$ cat src/rtl/dm_port_arb.sv
// Data-memory port arbiter: core M-stage has priority, DMA gets a forced grant after STARVE_MAX denied cycles.
// Optional macro DM_ARB_BURST_EN lets a forced grant run up to BURST_LEN consecutive DMA beats.
module dm_port_arb #(
   parameter int AW         = 32,
   parameter int DW         = 32,
   parameter int STARVE_MAX = 4,
   parameter int BURST_LEN  = 4
) (
   input  logic            clk,
   input  logic            rst_n,
   input  logic            core_req,
   input  logic            core_wr,
   input  logic [AW-1:0]   core_addr,
   input  logic [DW-1:0]   core_wd,
   input  logic [DW/8-1:0] core_be,
   output logic [DW-1:0]   core_rd,
   output logic            core_stall,
   input  logic            dma_req,
   input  logic            dma_wr,
   input  logic [AW-1:0]   dma_addr,
   input  logic [DW-1:0]   dma_wd,
   input  logic [DW/8-1:0] dma_be,
   output logic            dma_gnt,
   output logic [DW-1:0]   dma_rd,
   output logic            dm_wr,
   output logic [AW-1:0]   dm_addr,
   output logic [DW-1:0]   dm_wd,
   output logic [DW/8-1:0] dm_be,
   input  logic [DW-1:0]   dm_rd,
   output logic [1:0]      arb_state
);

   localparam int StarveW = $clog2(STARVE_MAX + 1);

   if (STARVE_MAX < 1 || STARVE_MAX > 255) begin : g_bad_starve_max
      $error("dm_port_arb: STARVE_MAX out of range 1..255");
   end
   if (BURST_LEN < 1 || BURST_LEN > 255) begin : g_bad_burst_len
      $error("dm_port_arb: BURST_LEN out of range 1..255");
   end

   typedef enum logic [1:0] {
      S_CORE  = 2'b00,
      S_FORCE = 2'b01
   } arb_state_t;

   arb_state_t         state;
   logic [StarveW-1:0] starve_cnt;
   logic               dma_owns;
   logic               stall_raw;
   logic               core_wr_ok;
   logic               dma_sel;

`ifdef DM_ARB_BURST_EN
   localparam int BeatW = $clog2(BURST_LEN + 1);
   logic [BeatW-1:0] beat_cnt;
`endif

   // Ownership and stall depend only on state and the two req lines, so the
   // M-stage address/data can never loop back into core_stall.
   always_comb begin
      dma_owns  = 1'b0;
      stall_raw = 1'b0;
      case (state)
         S_CORE:  dma_owns = !core_req && dma_req;
         S_FORCE: begin
            dma_owns  = dma_req;
            stall_raw = dma_req && core_req;
         end
         default: ;
      endcase
   end

   assign core_wr_ok = (state == S_CORE || state == S_FORCE) && core_req && core_wr && !dma_owns;
   assign dma_sel    = rst_n && dma_owns;

   assign dm_wr      = rst_n && (dma_owns ? dma_wr : core_wr_ok);
   assign dma_gnt    = dma_sel;
   assign core_stall = rst_n && stall_raw;
   assign dm_addr    = dma_sel ? dma_addr : core_addr;
   assign dm_wd      = dma_sel ? dma_wd   : core_wd;
   assign dm_be      = dma_sel ? dma_be   : core_be;
   assign core_rd    = dm_rd;
   assign dma_rd     = dm_rd;
   assign arb_state  = state;

   always_ff @(posedge clk or negedge rst_n) begin
      if (!rst_n) begin
         state      <= S_CORE;
         starve_cnt <= '0;
`ifdef DM_ARB_BURST_EN
         beat_cnt   <= '0;
`endif
      end else begin
         case (state)
            S_CORE: begin
               if (core_req && dma_req) begin
                  if (starve_cnt == StarveW'(STARVE_MAX - 1)) begin
                     state      <= S_FORCE;
                     starve_cnt <= '0;
`ifdef DM_ARB_BURST_EN
                     beat_cnt   <= '0;
`endif
                  end else begin
                     starve_cnt <= starve_cnt + StarveW'(1);
                  end
               end else begin
                  starve_cnt <= '0;
               end
            end
            S_FORCE: begin
               starve_cnt <= '0;
`ifdef DM_ARB_BURST_EN
               // Burst ends on the last allowed beat or on the first idle DMA cycle.
               if (dma_req && beat_cnt != BeatW'(BURST_LEN - 1)) begin
                  beat_cnt <= beat_cnt + BeatW'(1);
               end else begin
                  state <= S_CORE;
               end
`else
               state <= S_CORE;
`endif
            end
            default: begin
               state      <= S_CORE;
               starve_cnt <= '0;
            end
         endcase
      end
   end

endmodule

$ cat config.mk
export PLATFORM = sky130hd
export DESIGN_NAME = dm_port_arb
export DESIGN_NICKNAME = d
export VERILOG_FILES = /design/src/rtl/dm_port_arb.sv
export SDC_FILE = /design/constraint.sdc
export NUM_CORES = 1
export LEC_CHECK = 0
export ABC_CLOCK_PERIOD_IN_PS = 1600
export CAP_MARGIN = 20
export CORE_AREA = 2 2 122 124
export DETAILED_ROUTE_END_ITERATION = 8
export DIE_AREA = 0 0 124 126
export HOLD_SLACK_MARGIN = 0.05
export MAX_ROUTING_LAYER = met4
export PLACE_DENSITY = 0.54
export SETUP_SLACK_MARGIN = 0.3
export SYNTH_ARGS = -nofsm -noshare
export SYNTH_HDL_FRONTEND = slang
export SYNTH_SLANG_ARGS = --single-unit
$ cat constraint.sdc
create_clock -name clk -period 1.6 [get_ports clk]
set_input_delay 0.32 -clock clk [delete_from_list [all_inputs] [get_ports clk]]
set_output_delay 0.32 -clock clk [all_outputs]
set_load 0.03 [all_outputs]
### After elaboration in Yosys (flattened, before gate mapping)

Cells that the tools add are included.

| operators by class | value |
|---|---|
| add/subtract/negate cells | 1 |
| equal/unequal tests | 4 |
| multiplexer cells | 12 |
| reductions and logical operators | 13 |

Operator list:

| kind | number |
|---|---|
| two-way mux 32 bit | 2 |
| two-way mux 3 bit | 3 |
| logical AND 1 bit | 8 |
| two-way mux 2 bit | 3 |
| two-way mux 4 bit | 1 |
| != test 2 x 1 -> 1 bit, second input constant | 2 |
| adder 3 x 1 -> 3 bit, second input constant | 1 |
| equality test 3 x 2 -> 1 bit, second input constant | 1 |
| equality test 2 x 1 -> 1 bit, second input constant | 1 |
| zero test 1 bit | 2 |
| zero test 2 bit | 1 |
| two-way mux 1 bit | 2 |
| one-hot mux 1 bit (2 select lines) | 1 |
| AND reduction 2 bit | 1 |
| logical OR 1 bit | 1 |

| word-level totals | value |
|---|---|
| register bits | 5 |
| input bits | 174 |
| output and inout port bits | 137 |
| word-level logic and storage cells | 32 |

### Longest topological paths before layout

Gate-level depths: netlist of the first run.

| logic depth | value |
|---|---|
| depth after elaboration | 7 |
| gate-level depth with buffers | 5 |
| gate-level depth less buffers | 3 |

### Least setup slack after synthesis of the first run

Ideal clock, no wire load.

| timing path | value |
|---|---|
| path type | flip-flop to output port |
| from | reg state[0] (netlist: arb_state[0]) |
| to | out dm_be[0] |
| data arrival time | 1,511 ps |
| required time | 1,280 ps |
| slack | -231 ps |
| stages on the path, launching flop included | 6 |
| path buffers | 2 |
| cell sequence | dfrtp_1 nor2b_4 nor2_4 buf_6 buf_8 mux2_4 |

| between the ends | value |
|---|---|
| word-level cells in the longest chain between the ends | 4 |
| elaborated cells between the ends (all ways) | 5 |

RTL lines:

| element | line | source |
|---|---|---|
| start: declaration | 47 | `arb_state_t state;` |
| start signal: assignment | 89 | `state <= S_CORE;` |
| start signal: assignment | 99 | `state <= S_FORCE;` |
| start signal: assignment | 121 | `state <= S_CORE;` |
| equality test 2 x 1 -> 1 bit or zero test 2 bit (tied branches) | 64 | `case (state)` |
| one-hot mux 1 bit (2 select lines) (*) | 64 |  |
| logical AND 1 bit (*) | 75 | `assign dma_sel = rst_n && dma_owns;` |
| named net dma_gnt | 23 | `output logic dma_gnt,` |
| two-way mux 4 bit (*) | 82 | `assign dm_be = dma_sel ? dma_be : core_be;` |
| end: declaration | 28 | `output logic [DW/8-1:0] dm_be,` |

The timed path passes the listed nets; every way through them passes the cells marked *.

### Final worst setup path of the first run

| timing path | value |
|---|---|
| from | reg state[0] (netlist: arb_state[0]) |
| to | out dm_wd[11] |

| between the ends | value |
|---|---|
| word-level cells in the longest chain between the ends | 4 |
| elaborated cells between the ends (all ways) | 5 |

RTL lines:

| element | line | source |
|---|---|---|
| equality test 2 x 1 -> 1 bit or zero test 2 bit (tied branches) | 64 |  |
| one-hot mux 1 bit (2 select lines) (*) | 64 |  |
| logical AND 1 bit (*) | 75 |  |
| two-way mux 32 bit (*) | 81 | `assign dm_wd = dma_sel ? dma_wd : core_wd;` |
| end: declaration | 27 | `output logic [DW-1:0] dm_wd,` |

Every way passes the cells marked *; elsewhere a longest branch is shown, timed or not.

==> impl_metrics.json, run 1 <==
{
  "outcome": "finished with violations",
  "violations": "setup timing",
  "diodes": 0,
  "grt_pass1_vias": 1752,
  "cts_inserted_buffers": 3,
  "antenna_found_initial": 0,
  "cts.sink_count": 4,
  "finalCriticalPeriod_ns": 2.146,
  "die-area_mm2": 0.01562,
  "synth.area.top_cells": "mux2_2 42%, buf_4 34%, mux2_4 8.6%, dfrtp_1 6.4%, nand2_1 1.2%",
  "fmax_ghz": 0.4659,
  "crit_type": "reg -> out",
  "cp.arrival_ns": 1.83,
  "via_count": 1815,
  "hold_path.class": "in -> async",
  "clock_latency_ns": 0.23,
  "synth.yosys.seq_area_share": 0.06395,
  "cellPowerDensity_mw_per_mm2": 424.5,
  "routed_wirelength_um": 7598,
  "hold_violations": 0,
  "fin_cells": 526,
  "min_period_over_period": 1.342,
  "synth_area_per_cell_um2": 9.662,
  "cts_max_level": 1,
  "clock_skew_ns": 0.002414,
  "r2r_setup_slack_ns": 0.36,
  "synth_adder_area_share": 0.007994,
  "via_per_inst": 3.451,
  "finalSetupViolCount": 70,
  "dp_cells": 497,
  "finalSetupTns_ns": -29.14,
  "syn-num-nets": 337,
  "synth_seq_cells": 4,
  "cts_root_buf": "clkbuf_16",
  "dr.pass1.iters": 4,
  "layout_commonest_cell": "clkdlybuf4s50_1",
  "holdWs_ns": 0.1392,
  "yosysWarnings": 0,
  "maxCapViolations": 0,
  "synthToLayoutAreaGrowth_pct": 168.8,
  "power_mw": 1.786,
  "drive_above_1_share": 0.5409,
  "cts.path.max_buffers": 2,
  "cellLeakagePower_nw": 1.819,
  "die_h_um": 126,
  "drtIter0Drc": 20,
  "muxShareOfSynthArea": 0.5108,
  "setup_ws_ns": -0.5465,
  "synth_xor_area_frac": 0,
  "grt_max_degree": 18,
  "ir_drop_uv": 306.2,
  "cts_tree": "built",
  "rows": 44,
  "dp_hpwl_um": 5369,
  "yosysTopAreaCellShare": 0.4245,
  "port_buffers": 213,
  "path_max_fanout": 8,
  "grtUsageTotal": 0.08118,
  "yosys.area.top_type": "mux2_2",
  "netlist-cell-type-count": 17,
  "pin_count": 311,
  "fp.coreArea_mm2": 0.01431,
  "cts_hold_buf": 0,
  "grt_pass1_wl_um": 9611,
  "utilization": 0.2940,
  "overflow": 0,
  "synth_top_family_by_area": "multiplexers",
  "endpoint_kind": "primary output",
  "place_congestion": 0.7263,
  "mostFrequentLayoutCells": "138 x clkdlybuf4s50_1, 77 x buf_6, 56 x mux2_4",
  "synth.cell_area_mm2": 0.001565,
  "die_x_um": 124,
  "drc_errors": 0,
  "synthSimpleGateAreaFrac": 0.05436,
  "path_clk_slew_ns": 0.03,
  "cp.required_ns": 1.28,
  "slew_viol_final": 0,
  "start_kind": "flip-flop",
  "antenna_left": 0,
  "rsz0062_at_grt": "true",
  "nets": 518,
  "wire_per_inst_um": 14.44,
  "initial_core_util": 0.1094,
  "netlist_instances": 162,
  "synth_compound_area_frac": 0.007994
}
## state kept, by name, summed over array words and instances, names as in the netlist
register	flops
arb_state	1
starve_cnt	3
## timing repair
action                     4_1_cts  5_1_grt
setup buffers                    3       17
setup endpoints to repair       72       72
pin swaps                        1        3
resized for setup              356      124
cloned                           3        2
## cell usage after synthesis
cell	n
nand2b_1	1
nor2b_4	1
conb_1	1
buf_8	1
ha_1	1
dfrtp_1	4
nor2_4	1
mux2_2	59
and4_1	1
nor2_1	3
nand2_1	5
buf_6	1
buf_4	70
o21a_1	1
a21oi_1	1
nor3b_1	2
mux2_4	9
## stage by stage
step                      setup WS (ns)  cell area, µm²
after global placement           -1.040            3617
after CTS                       -0.5714            3799
after global routing            -0.5977            4208
after detailed placement         -1.079            3617
final                           -0.5465            4208
after floorplan                -0.07751            1742
## per-layer routing
| layer | GRT usage | up-vias | wire (µm) |
|---|---|---|---|
| li1 | - | 855 | - |
| met1 | 0.09628 | 822 | 2949 |
| met2 | 0.1383 | 123 | 3764 |
| met3 | 0.02355 | 15 | 827 |
| met4 | 0.01190 | 0 | 56 |
| met5 | - | - | 0 |
## final timing paths
| path | start | endpoint | cells past startpoint |
|---|---|---|---|
| setup / recovery | arb_state[0]$_DFFE_PN0P_ | dm_wd[11] | 8 |
| setup reg to reg | arb_state[0]$_DFFE_PN0P_ | starve_cnt[0]$_DFF_PN0_ | 6 |
| hold / removal | rst_n | arb_state[0]$_DFFE_PN0P_ | 2 |
| max in group asynchronous | rst_n | arb_state[0]$_DFFE_PN0P_ | 2 |
| hold reg to reg | starve_cnt[0]$_DFF_PN0_ | starve_cnt[0]$_DFF_PN0_ | 1 |
| min in group clk | starve_cnt[0]$_DFF_PN0_ | starve_cnt[0]$_DFF_PN0_ | 1 |
## area by class of cell
type / count / area [µm²]
clock buffer: 4 / 78.83
timing repair buffer: 248 / 2694
tap: 184 / 230.2
sequential: 4 / 101.3
multi-input combinational: 86 / 1104
fill: 1500 / 10110
## cells by family (layout without fill, tap and decap cells)
family | count (synthesis) | in the layout
other | 1 | 1
buffers and inverters | 72 | 252
and+or+nand+nor | 14 | 14
muxes | 68 | 68
AOI/OAI and AO/OA | 2 | 2
adders and majority gates | 1 | 1
DFF | 4 | 4
## critical path, cell delays in order, from the launching register on
cell and delay (ns):
dfrtp_2 0.42, nor2b_4 0.15, nor2_4 0.05, buf_12 0.14
buf_12 0.13, buf_16 0.15, buf_8 0.12, mux2_4 0.30
buf_6 0.14
## power breakdown
part	internal (mW)	total, mW	switching [mW]
clock network	0.330	0.410	0.0796
logic	0.778	1.27	0.493
registers	0.104	0.106	0.00168
total	1.21	1.79	0.575
Power figures use the tool's default switching activity.
==> run 2: changes to the inputs <==
--- a/config.mk
+++ b/config.mk
@@ -7,12 +7,12 @@
 export LEC_CHECK = 0
 export ABC_CLOCK_PERIOD_IN_PS = 1600
 export CAP_MARGIN = 20
-export CORE_AREA = 2 2 122 124
+export CORE_AREA = 5 5 119 121
 export DETAILED_ROUTE_END_ITERATION = 8
 export DIE_AREA = 0 0 124 126
 export HOLD_SLACK_MARGIN = 0.05
 export MAX_ROUTING_LAYER = met4
-export PLACE_DENSITY = 0.54
+export PLACE_DENSITY = 0.58
 export SETUP_SLACK_MARGIN = 0.3
 export SYNTH_ARGS = -nofsm -noshare
 export SYNTH_HDL_FRONTEND = slang
==> impl_metrics.json, run 2 (same netlist as run 1, synthesis figures left out) <==
{
  "cellLeakagePower_nw": 1.885,
  "mostFrequentLayoutCells": "138 x clkdlybuf4s50_1, 79 x buf_6, 65 x mux2_4",
  "synthToLayoutAreaGrowth_pct": 177.6,
  "p_comb_frac": 0.721,
  "power.switching_uw": 590.1,
  "antenna_left": 0,
  "outcome": "finished with violations",
  "p_sw_frac": 0.3211,
  "drc_errors": 0,
  "grtUsageTotal": 0.1003,
  "routed_wirelength_um": 8474,
  "rsz0062_at_grt": "true",
  "via_per_inst": 3.514,
  "timing.rr.end": "starve_cnt[0]$_DFF_PN0_",
  "finalCriticalPeriod_ns": 2.093,
  "overflow": 0,
  "rows": 42,
  "die_h_um": 126,
  "start_kind": "flip-flop",
  "finalSetupTns_ns": -27.72,
  "largest-register": "starve_cnt",
  "clkPwrFrac": 0.222,
  "fmax_ghz": 0.4777,
  "r2r_start": "arb_state[0]$_DFFE_PN0P_",
  "path_max_fanout": 4,
  "path_clk_slew_ns": 0.03,
  "clock_latency_ns": 0.23,
  "maxCapViolations": 0,
  "via_count": 1820,
  "cellPowerDensity_mw_per_mm2": 422.9,
  "place_congestion": 0.7113,
  "drive_above_1_share": 0.5380,
  "rr_worst_depth": 6,
  "grt_pass1_wl_um": 11630,
  "dp_cells": 486,
  "dp_hpwl_um": 6140,
  "finalSetupViolCount": 70,
  "fp.coreArea_mm2": 0.01298,
  "die_x_um": 124,
  "port_buffers": 213,
  "fin_cells": 518,
  "initial_core_util": 0.1206,
  "diodes": 0,
  "cts_root_buf": "clkbuf_16",
  "violations": "setup timing",
  "hold_path.class": "in -> async",
  "grt_pass1_vias": 2047,
  "cp.arrival_ns": 1.77,
  "drtIter0Drc": 29,
  "cts_hold_buf": 0,
  "cts_inserted_buffers": 3,
  "antenna_found_initial": 0,
  "min_period_over_period": 1.308,
  "cts.path.max_buffers": 2,
  "hold_violations": 0,
  "pwr-share-seq": 0.057,
  "endpoint_kind": "primary output",
  "dr.pass1.iters": 2,
  "wire_per_inst_um": 16.36,
  "crit_type": "reg -> out",
  "cts.sink_count": 4,
  "setup_ws_ns": -0.4935,
  "cts_max_level": 1,
  "cp.required_ns": 1.28,
  "nets": 518,
  "layout_commonest_cell": "clkdlybuf4s50_1",
  "pin_count": 311,
  "cts_tree": "built",
  "p_int_mw": 1.248,
  "slew_viol_final": 0,
  "largest_reg_flops": 3,
  "r2r_setup_slack_ns": 0.36,
  "grt_max_degree": 9,
  "clock_skew_ns": 0.004659,
  "ir_drop_uv": 313.5,
  "die-area_mm2": 0.01562
}
## run 2: cell types whose count changed in the layout (fill, tap and decap cells not counted)
| cell | change |
|---|---|
| mux2_2 | -9 |
| mux2_4 | +9 |
| buf_16 | +6 |
| buf_4 | -5 |
| buf_12 | +3 |
| buf_6 | +2 |
| clkbuf_16 | -2 |
| clkdlybuf4s15_2 | -2 |
| buf_2 | -1 |
| buf_8 | -1 |
| clkdlybuf4s15_1 | +1 |
| dlygate4sd2_1 | -1 |
| nor3b_1 | +1 |
| nor3b_2 | -1 |
## run 2: worst max-delay path, cell delays in order, from the launching register on
cell	delay, ns
dfrtp_2	0.42
nor2b_4	0.15
nor2_4	0.06
buf_6	0.13
buf_6	0.11
buf_12	0.11
buf_16	0.13
mux2_4	0.30
buf_6	0.14
## run 2: repair_timing
item	4_1_cts	5_1_grt
hold endpoints to repair	0	0
gates resized for setup	443	31
setup endpoints to repair	72	72
pin swaps	2	1
cloned	11	0
buffers inserted	12	5
## run 2: how the worst max path moves through the flow
stage	from	to	slack, ns	depth (start not counted)
after floorplan	arb_state[0]$_DFFE_PN0P_	dm_be[0]	-0.08	5
after global routing	arb_state[0]$_DFFE_PN0P_	dm_addr[31]	-0.54	8
final	arb_state[0]$_DFFE_PN0P_	dm_wd[27]	-0.49	8
after CTS	arb_state[0]$_DFFE_PN0P_	dm_wd[27]	-0.50	8
after global placement	rst_n	dm_addr[2]	-1.06	6
after detailed placement	rst_n	dm_addr[1]	-1.09	6
## run 2: final cells by class
type                            count  area (µm²)
Clock buffer                        4       78.83
Multi-Input combinational cell     86        1132
Timing Repair Buffer              248        2813
Fill cell                        1319        8635
Tap cell                          176       220.2
Sequential cell                     4       101.3
## run 2: metrics by stage
stage	total power [mW]	hold WS, ns	setup slack (ns)	cell area (µm²)	utilization
floorplan	0.9302	0.02441	-0.07751	1742	-
global placement	1.232	0.4259	-1.064	3585	0.2762
detailed placement	1.242	0.4374	-1.090	3585	0.2762
CTS	1.816	0.1162	-0.4951	4203	0.3238
global route	1.914	0.1526	-0.5355	4345	0.3348
finish	1.838	0.1205	-0.4935	4345	0.3348
## run 2: layer usage
metal,up-vias,global-route usage,part of all wire
met5,-,-,0
met3,10,0.02915,0.10
met1,828,0.1140,0.37
met4,0,0.01740,0.0065
li1,858,-,-
met2,124,0.1756,0.52
## run 2: power by group through the flow
stage	sequential, mW	combinational, mW	clock [mW]
floorplan	0.106	0.824	0
global placement	0.106	1.13	0
detailed placement	0.107	1.14	0
CTS	0.105	1.30	0.409
global route	0.106	1.38	0.425
finish	0.105	1.32	0.408
